### config.mk
export PLATFORM = sky130hd
export DESIGN_NAME = sumador_secuencial
export DESIGN_NICKNAME = d
export VERILOG_FILES = /design/src/rtl/sumador_pkg.sv /design/src/rtl/sumador_nibble.sv /design/src/rtl/sumador_secuencial.sv
export SDC_FILE = /design/constraint.sdc
export NUM_CORES = 1
export LEC_CHECK = 0
export CORE_MARGIN = 2
export CORE_UTILIZATION = 40
export DETAILED_ROUTE_END_ITERATION = 16
export GPL_TIMING_DRIVEN = 0
export PLACE_DENSITY_LB_ADDON = 0.3
export SKIP_LAST_GASP = 1
export SLEW_MARGIN = 20
export SYNTH_ARGS = -nofsm -noshare
export SYNTH_HDL_FRONTEND = slang
export SYNTH_HIERARCHICAL = 1
export SYNTH_SLANG_ARGS = --single-unit
export TNS_END_PERCENT = 30
### constraint.sdc
create_clock -name clk -period 4.46 [get_ports clk]
set_input_delay 1.338 -clock clk [delete_from_list [all_inputs] [get_ports clk]]
set_output_delay 1.338 -clock clk [all_outputs]
set_load 0.03 [all_outputs]
### src/rtl/sumador_pkg.sv
// Shared types and constants for the sequential nibble adder.
package sumador_pkg;

    localparam int NIBBLE = 4;

    typedef enum logic [1:0] {IDLE, RUN, DONE} state_t;

    // Step counter width: at least one bit, even when only one nibble step exists.
    function automatic int cnt_width(input int width);
        int n;
        n = width / NIBBLE;
        return (n <= 1) ? 1 : $clog2(n);
    endfunction

endpackage

### src/rtl/sumador_nibble.sv
// 4-bit combinational ripple-carry stage, shared across all nibble steps.
module sumador_nibble
    import sumador_pkg::*;
(
    input  logic [NIBBLE-1:0] a,
    input  logic [NIBBLE-1:0] b,
    input  logic              cin,
    output logic [NIBBLE-1:0] sum,
    output logic              cout
);

    logic [NIBBLE:0] c;

    always_comb begin
        c    = '0;
        sum  = '0;
        c[0] = cin;
        for (int i = 0; i < NIBBLE; i++) begin
            sum[i]  = a[i] ^ b[i] ^ c[i];
            c[i+1]  = (a[i] & b[i]) | (c[i] & (a[i] ^ b[i]));
        end
        cout = c[NIBBLE];
    end

endmodule

### src/rtl/sumador_secuencial.sv
// Sequential WIDTH-bit adder: one shared nibble stage, LSB nibble first.
// Define SUMADOR_OVERFLOW_EN to add the registered signed-overflow output ovf.
module sumador_secuencial
    import sumador_pkg::*;
#(
    parameter int WIDTH = 16
) (
    input  logic             clk,
    input  logic             rst_n,
    input  logic             in_valid,
    output logic             in_ready,
    input  logic [WIDTH-1:0] in_a,
    input  logic [WIDTH-1:0] in_b,
    input  logic             cin,
    output logic             out_valid,
    input  logic             out_ready,
    output logic [WIDTH-1:0] sum,
    output logic             cout
`ifdef SUMADOR_OVERFLOW_EN
    ,
    output logic             ovf
`endif
);

    localparam int N  = WIDTH / NIBBLE;
    localparam int CW = cnt_width(WIDTH);
    localparam logic [CW-1:0] LAST = CW'(N - 1);

    generate
        if (WIDTH < NIBBLE || (WIDTH % NIBBLE) != 0) begin : g_bad_width
            $error("sumador_secuencial: WIDTH must be a multiple of 4 and >= 4");
        end
    endgenerate

    state_t            state, state_nx;
    logic [CW-1:0]     cnt;
    logic [WIDTH-1:0]  a_sr, b_sr, sum_r, sum_shift;
    logic              carry, cout_r;
    logic [NIBBLE-1:0] nib_sum;
    logic              nib_cout;
    logic              last_step;

    sumador_nibble u_nibble (
        .a    (a_sr[NIBBLE-1:0]),
        .b    (b_sr[NIBBLE-1:0]),
        .cin  (carry),
        .sum  (nib_sum),
        .cout (nib_cout)
    );

    // New nibble enters from the top so after N steps nibble 0 sits at the bottom.
    generate
        if (N == 1) begin : g_one
            assign sum_shift = nib_sum;
        end else begin : g_many
            assign sum_shift = {nib_sum, sum_r[WIDTH-1:NIBBLE]};
        end
    endgenerate

    assign last_step = (state == RUN) && (cnt == LAST);

    always_ff @(posedge clk or negedge rst_n) begin
        if (!rst_n) state <= IDLE;
        else        state <= state_nx;
    end

    always_comb begin
        state_nx  = state;
        in_ready  = 1'b0;
        out_valid = 1'b0;
        case (state)
            IDLE: begin
                in_ready = rst_n;
                if (in_valid) state_nx = RUN;
            end
            RUN:  if (cnt == LAST) state_nx = DONE;
            DONE: begin
                out_valid = 1'b1;
                if (out_ready) state_nx = IDLE;
            end
            default: state_nx = IDLE;
        endcase
    end

    always_ff @(posedge clk or negedge rst_n) begin
        if (!rst_n) begin
            cnt    <= '0;
            a_sr   <= '0;
            b_sr   <= '0;
            sum_r  <= '0;
            carry  <= 1'b0;
            cout_r <= 1'b0;
        end else begin
            case (state)
                IDLE: if (in_valid) begin
                    a_sr  <= in_a;
                    b_sr  <= in_b;
                    carry <= cin;
                    cnt   <= '0;
                end
                RUN: begin
                    a_sr  <= a_sr >> NIBBLE;
                    b_sr  <= b_sr >> NIBBLE;
                    sum_r <= sum_shift;
                    carry <= nib_cout;
                    cnt   <= cnt + 1'b1;
                    if (last_step) cout_r <= nib_cout;
                end
                default: ;
            endcase
        end
    end

    // Outputs are masked outside DONE so a partially shifted sum never shows.
    assign sum  = out_valid ? sum_r  : '0;
    assign cout = out_valid ? cout_r : 1'b0;

`ifdef SUMADOR_OVERFLOW_EN
    logic ovf_r;

    always_ff @(posedge clk or negedge rst_n) begin
        if (!rst_n)
            ovf_r <= 1'b0;
        else if (last_step)
            ovf_r <= (a_sr[NIBBLE-1] == b_sr[NIBBLE-1]) && (nib_sum[NIBBLE-1] != a_sr[NIBBLE-1]);
    end

    assign ovf = out_valid ? ovf_r : 1'b0;
`endif

endmodule

==> results of run 1 <==
-- area by class of cell --
| class | instances | area (um2) |
|---|---|---|
| fillers | 604 | 3010 |
| flip-flops and latches | 54 | 1350 |
| multi-input cells | 169 | 1150 |
| repair buffers | 55 | 548 |
| plain buffers | 22 | 141 |
| well taps | 77 | 96.3 |
| clock buffers | 6 | 72.6 |
| inverters | 12 | 45.0 |
| clock inverters | 2 | 13.8 |
-- where the power goes --
part           leakage [nW]  switching, W  internal (W)  total, W
combinational         0.743      0.000567      0.000574   0.00114
sequential            0.642      0.000187      0.000735  0.000922
clock                0.0452      0.000164      0.000111  0.000275
total                  1.43      0.000918       0.00142   0.00234
-- sequential cells by signal, summed over array words and instances (netlist names) --
name,cells
b_sr,16
sum_r,16
a_sr,16
cnt,2
state,2
cout_r,1
carry,1
-- Yosys cell counts --
library cell | count | share of area, %
dfrtp_1 | 54 | 50
nor3_1 | 45 | 8.4
o22ai_1 | 25 | 5.8
o21ai_0 | 20 | 3.7
and2_1 | 17 | 4.0
mux2_4 | 13 | 7.3
buf_2 | 11 | 2.0
inv_1 | 11 | 1.5
nor2_1 | 11 | 1.5
o32ai_1 | 10 | 3.3
nand2_1 | 8 | 1.1
buf_6 | 5 | 2.1
fa_1 | 4 | 3.0
mux2_2 | 4 | 1.7
nand2b_1 | 4 | 0.93
clkbuf_1 | 3 | 0.42
buf_4 | 2 | 0.56
a21oi_1 | 1 | 0.19
buf_1 | 1 | 0.14
ha_1 | 1 | 0.47
inv_2 | 1 | 0.14
nand3_1 | 1 | 0.19
nor2_2 | 1 | 0.23
nor2b_1 | 1 | 0.23
nor3b_1 | 1 | 0.28
o31ai_1 | 1 | 0.28
or2_1 | 1 | 0.23
-- how the worst max path moves through the flow --
stage                     to  slack, ps
floorplan           in_ready       1050
global placement    in_ready      -1500
detailed placement  in_ready        230
CTS                 in_ready        220
global route        in_ready        140
finish              in_ready        270
-- worst max-delay path, delay by kind of cell --
kind,cells,cell delay [ps]
simple gates,1,250
buf+inv,2,1230
-- through the flow --
stage	hold slack (ps)	std cells
6_report	503	397
3_5_place_dp	488	389
5_1_grt	518	397
4_1_cts	511	397
2_1_floorplan	460	257
3_3_place_gp	480	389
-- cells by family (layout without fill, tap and decap cells) --
logic type,Yosys count,after routing,synth area share [%]
fa+ha+maj,5,5,3.45
compound gates,57,57,13.3
mux,17,17,8.94
buf+inv,34,97,6.94
simple gates,90,90,17.1
flops,54,54,50.3
-- metal layers --
layer,vias up,share of wire [%],GRT usage (%)
li1,1045,-,-
met1,1043,45,23.6
met2,73,48,28.7
met3,8,6.0,3.75
met4,0,1.3,5.05
met5,-,0,0
==> flow_summary.yaml, run 1 <==
synthesis:
  yosysSeqAreaShare_pct: 50.3
  synth_nets: 299
  synth_seq_cells: 54
  syn_area_um2: 2690
  yosys.cell_types.count: 27
  synth_cells: 257
  syn_avg_cell_area_um2: 10.5
  yosys_warnings: 6
floorplanning:
  die_y_um: 86.0
  row_count: 29
  core_um2: 6420
  ios: 56
  fp.dieArea_um2: 7390
  start_util_pct: 41.8
  die_w_um: 86.0
sta:
  setup_slack_ps: 270
  min_period_over_period_pct: 93.9
  maxSlewViolCount: 0
  fin_worst_skew_ps: 11.6
  period_minus_slack_ps: 4190
  setup_viol: 0
  slew_headroom_pct: 54.5
  worstMarginPinSlew_ps: 682
  setup_tns_ps: 0
  rsz0062_at_grt: "no"
  hold_viol_final: 0
  clock.fmax_ghz: 0.239
placement:
  routabilityCongestion: 0.847
  portBuffers: 55
  place_hpwl_um: 4410
  dp_slack_ps: 229
  dpl-instance-area_um2: 3330
power_and_ir_drop:
  static-leakage-power_nw: 1.43
  irDropWorstVdd_v: 0.000230
  p_total_w: 0.00234
  power_density_nw_per_um2: 684
final_layout:
  fin_util_pct: 53.2
  final_layout_size_suffix_gt1_share_pct: 14.1
  num-nets-final: 361
  area_growth_pct: 27.2
  final_cell_mix: "dfrtp_1, clkdlybuf4s50_1, nor3_1"
  stdcell_area_um2: 3420
  diodes: 0
detailed_routing:
  totalWireLength_um: 6150
  vias: 2169
  wl_per_cell_um: 15.5
  antenna_left: 0
  drt_iter0_drc: 83
  vias_per_cell: 5.46
  drtPass1Iterations: 4
  drc: 0
worst_setup_path:
  path_max_fanout: 55
  critPathMaxStageDelay_ps: 700
  crit_slowest_cell: "clkdlybuf4s50_1"
  startpoint_type: "input pin"
  crit_path_start: "rst_n"
  path_cells: "buf_4 -> nor3b_1 -> clkdlybuf4s50_1"
  required_ps: 3120
  worstPathArrival_ps: 2850
  reg2reg_to: "sum_r[15]"
  path_class: "input pin to output pin"
  reg2reg_slack_ps: 2220
  reg2regPathDepth: 9
  r2r_start: "a_sr[0]"
  endpoint_kind: "output pin"
clocking:
  postCtsHoldBufs: 0
  htree_levels: 2
  clkLatencyLatePin_ps: 310
  clk_pin_slew_ps: 100
  cts_root_buffer: "clkbuf_8"
  clock-sinks: 54
  post-cts-setup-buffers: 0
  tritoncts.num_buffers: 5
  cts_resized: 0
  clockBufferDepth: 2
  cts_tree: "done"
min_path:
  hold_depth: 1
  hold_class: "flop to flop"
  min_to: "sum_r[1]"
  min-delay-start: "sum_r[1]"
global_routing:
  track_usage_pct: 17.6
  antenna_found_initial: 0
  grt_pass1_wl_um: 10300
  grt_pass1_vias: 2152
  grt_max_degree: 56
  gr-total-overflow: 0
job:
  maxCapViolCount: 0
status:
  outcome: "completed"
Note: power is estimated with default switching activity, not from simulation.
==> inputs of run 2 (changes only) <==
--- a/config.mk
+++ b/config.mk
@@ -5,11 +5,12 @@
 export SDC_FILE = /design/constraint.sdc
 export NUM_CORES = 1
 export LEC_CHECK = 0
+export ABC_CLOCK_PERIOD_IN_PS = 3360
 export CORE_MARGIN = 2
 export CORE_UTILIZATION = 40
 export DETAILED_ROUTE_END_ITERATION = 16
 export GPL_TIMING_DRIVEN = 0
-export PLACE_DENSITY_LB_ADDON = 0.3
+export PLACE_DENSITY = 0.73
 export SKIP_LAST_GASP = 1
 export SLEW_MARGIN = 20
 export SYNTH_ARGS = -nofsm -noshare
==> constraint.sdc (replaced) <==
create_clock -name clk -period 3.36 [get_ports clk]
set_input_delay 1.008 -clock clk [delete_from_list [all_inputs] [get_ports clk]]
set_output_delay 1.008 -clock clk [all_outputs]
set_load 0.03 [all_outputs]
==> run 2 against run 1 <==
Routed wire length down 1.4%. Hold slack gained 0.58 ps. Utilization increased by 0.27 points. Largest power group unchanged. First-iteration DRC count shrank 9.6%. Global-route usage is 0.38 points lower. Final area grew 0.51%. Largest cell class unchanged. Clock skew shrank 1.5 ps. Clock power grew 37%. Flip-flop and latch count unchanged. Critical endpoint unchanged.
==> flow_summary.yaml, run 2 (synthesis gave the netlist of run 1 again) <==
detailed_routing:
  drt_iter0_drc: 75
  antenna_left: 0
  vias_per_cell: 5.40
  wl_per_cell_um: 15.3
  vias: 2145
  totalWireLength_um: 6060
  drtPass1Iterations: 4
  drc: 0
sta:
  maxSlewViolCount: 0
  worstMarginPinSlew_ps: 511
  period_minus_slack_ps: 3290
  setup_tns_ps: 0
  clock.fmax_ghz: 0.304
  slew_headroom_pct: 65.8
  rsz0062_at_grt: "yes"
  hold_viol_final: 0
  min_period_over_period_pct: 97.9
  whs_ps: 504
  setup_viol: 0
  fin_worst_skew_ps: 10.1
power_and_ir_drop:
  power_density_nw_per_um2: 904
  static-leakage-power_nw: 1.44
  irDropWorstVdd_v: 0.000386
clocking:
  cts_root_buffer: "clkbuf_8"
  htree_levels: 2
  clk_pin_slew_ps: 90
  clockBufferDepth: 2
  post-cts-setup-buffers: 0
  cts_tree: "done"
  clock-sinks: 54
  postCtsHoldBufs: 0
  cts_resized: 2
  tritoncts.num_buffers: 5
  clkLatencyLatePin_ps: 310
min_path:
  hold_depth: 1
  min_to: "cout_r"
  min-delay-start: "cout_r"
  hold_class: "flop to flop"
worst_setup_path:
  endpoint_kind: "output pin"
  path_max_fanout: 55
  required_ps: 2350
  reg2reg_to: "sum_r[15]"
  r2r_start: "a_sr[0]"
  startpoint_type: "input pin"
  path_class: "input pin to output pin"
  worstPathArrival_ps: 2280
  reg2reg_slack_ps: 1150
  reg2regPathDepth: 9
placement:
  portBuffers: 55
  place_hpwl_um: 4420
  routabilityCongestion: 0.880
  dpl.cell_count: 389
final_layout:
  final_cell_mix: "dfrtp_1, clkdlybuf4s50_1, nor3_1"
  final_layout_size_suffix_gt1_share_pct: 14.1
  fin_util_pct: 53.5
  num-nets-final: 361
  diodes: 0
  reg_top3: "a_sr (16), b_sr (16), sum_r (16)"
  area_growth_pct: 27.9
  stdcell_count: 397
floorplanning:
  core_um2: 6420
  die_y_um: 86.0
  start_util_pct: 41.8
  row_count: 29
  ios: 56
  die_w_um: 86.0
  fp.dieArea_um2: 7390
global_routing:
  grt_pass1_wl_um: 10100
  gr-total-overflow: 0
  antenna_found_initial: 0
  grt_pass1_vias: 2066
  track_usage_pct: 17.2
  grt_max_degree: 56
status:
  outcome: "completed"
job:
  maxCapViolCount: 0
[run 2: cell types whose count changed in the layout (fill, tap and decap cells not counted)]
cell      before  now
buf_4          3    2
nor2_2         1    0
clkbuf_8       5    6
buf_8          0    1
clkinv_4       1    0
nor2_4         0    1
[run 2: report_power, final]
group / switching, W / internal, W / leakage (nW)
logic: 0.000730 / 0.000762 / 0.746
clock network: 0.000209 / 0.000167 / 0.0482
registers: 0.000262 / 0.000976 / 0.642
[run 2: worst max-delay path, cell delays in order]
cell and delay [ps]:
buf_8 330, nor3b_1 230, clkdlybuf4s50_1 700
[run 2: layout make-up]
cell class	count	area (um2)
Clock buffer	7	86.3
Clock inverter	1	5.00
Fill cell	592	2990
Tap cell	77	96.3
Buffer	22	141
Sequential cell	54	1350
Timing Repair Buffer	55	556
Inverter	12	45.0
Multi-Input combinational cell	169	1150
[run 2: through the flow]
| step | instance area, um2 | setup WS (ps) | power, W |
|---|---|---|---|
| global route | 3430 | -56.0 | 0.00335 |
| floorplan | 2690 | 613 | 0.00233 |
| finish | 3430 | 70.3 | 0.00311 |
| CTS | 3430 | 33.1 | 0.00313 |
| detailed placement | 3330 | -207 | 0.00275 |
| global placement | 3330 | -1930 | 0.00268 |
[run 2: layer usage]
metal / vias up / routed length [um] / global-route usage [%]
li1: 1043 / - / -
met1: 1023 / 2780 / 22.9
met2: 71 / 2940 / 28.6
met3: 8 / 274 / 3.08
met4: 0 / 70 / 5.19
met5: - / 0 / 0
[run 2: worst max path at each step]
stage	depth (start not counted)	slack (ps)	endpoint	start
3_3_place_gp	3	-1930	in_ready	rst_n
6_report	3	70	in_ready	rst_n
4_1_cts	3	30	in_ready	rst_n
5_1_grt	3	-60	in_ready	rst_n
2_1_floorplan	1	610	in_ready	rst_n
3_5_place_dp	3	-210	in_ready	rst_n
==> inputs of run 3 (changes only) <==
--- a/config.mk
+++ b/config.mk
@@ -5,7 +5,6 @@
 export SDC_FILE = /design/constraint.sdc
 export NUM_CORES = 1
 export LEC_CHECK = 0
-export ABC_CLOCK_PERIOD_IN_PS = 3360
 export CORE_MARGIN = 2
 export CORE_UTILIZATION = 40
 export DETAILED_ROUTE_END_ITERATION = 16
==> results of run 3 <==
No change in the layout: final DEF, timing and power equal those of run 2.
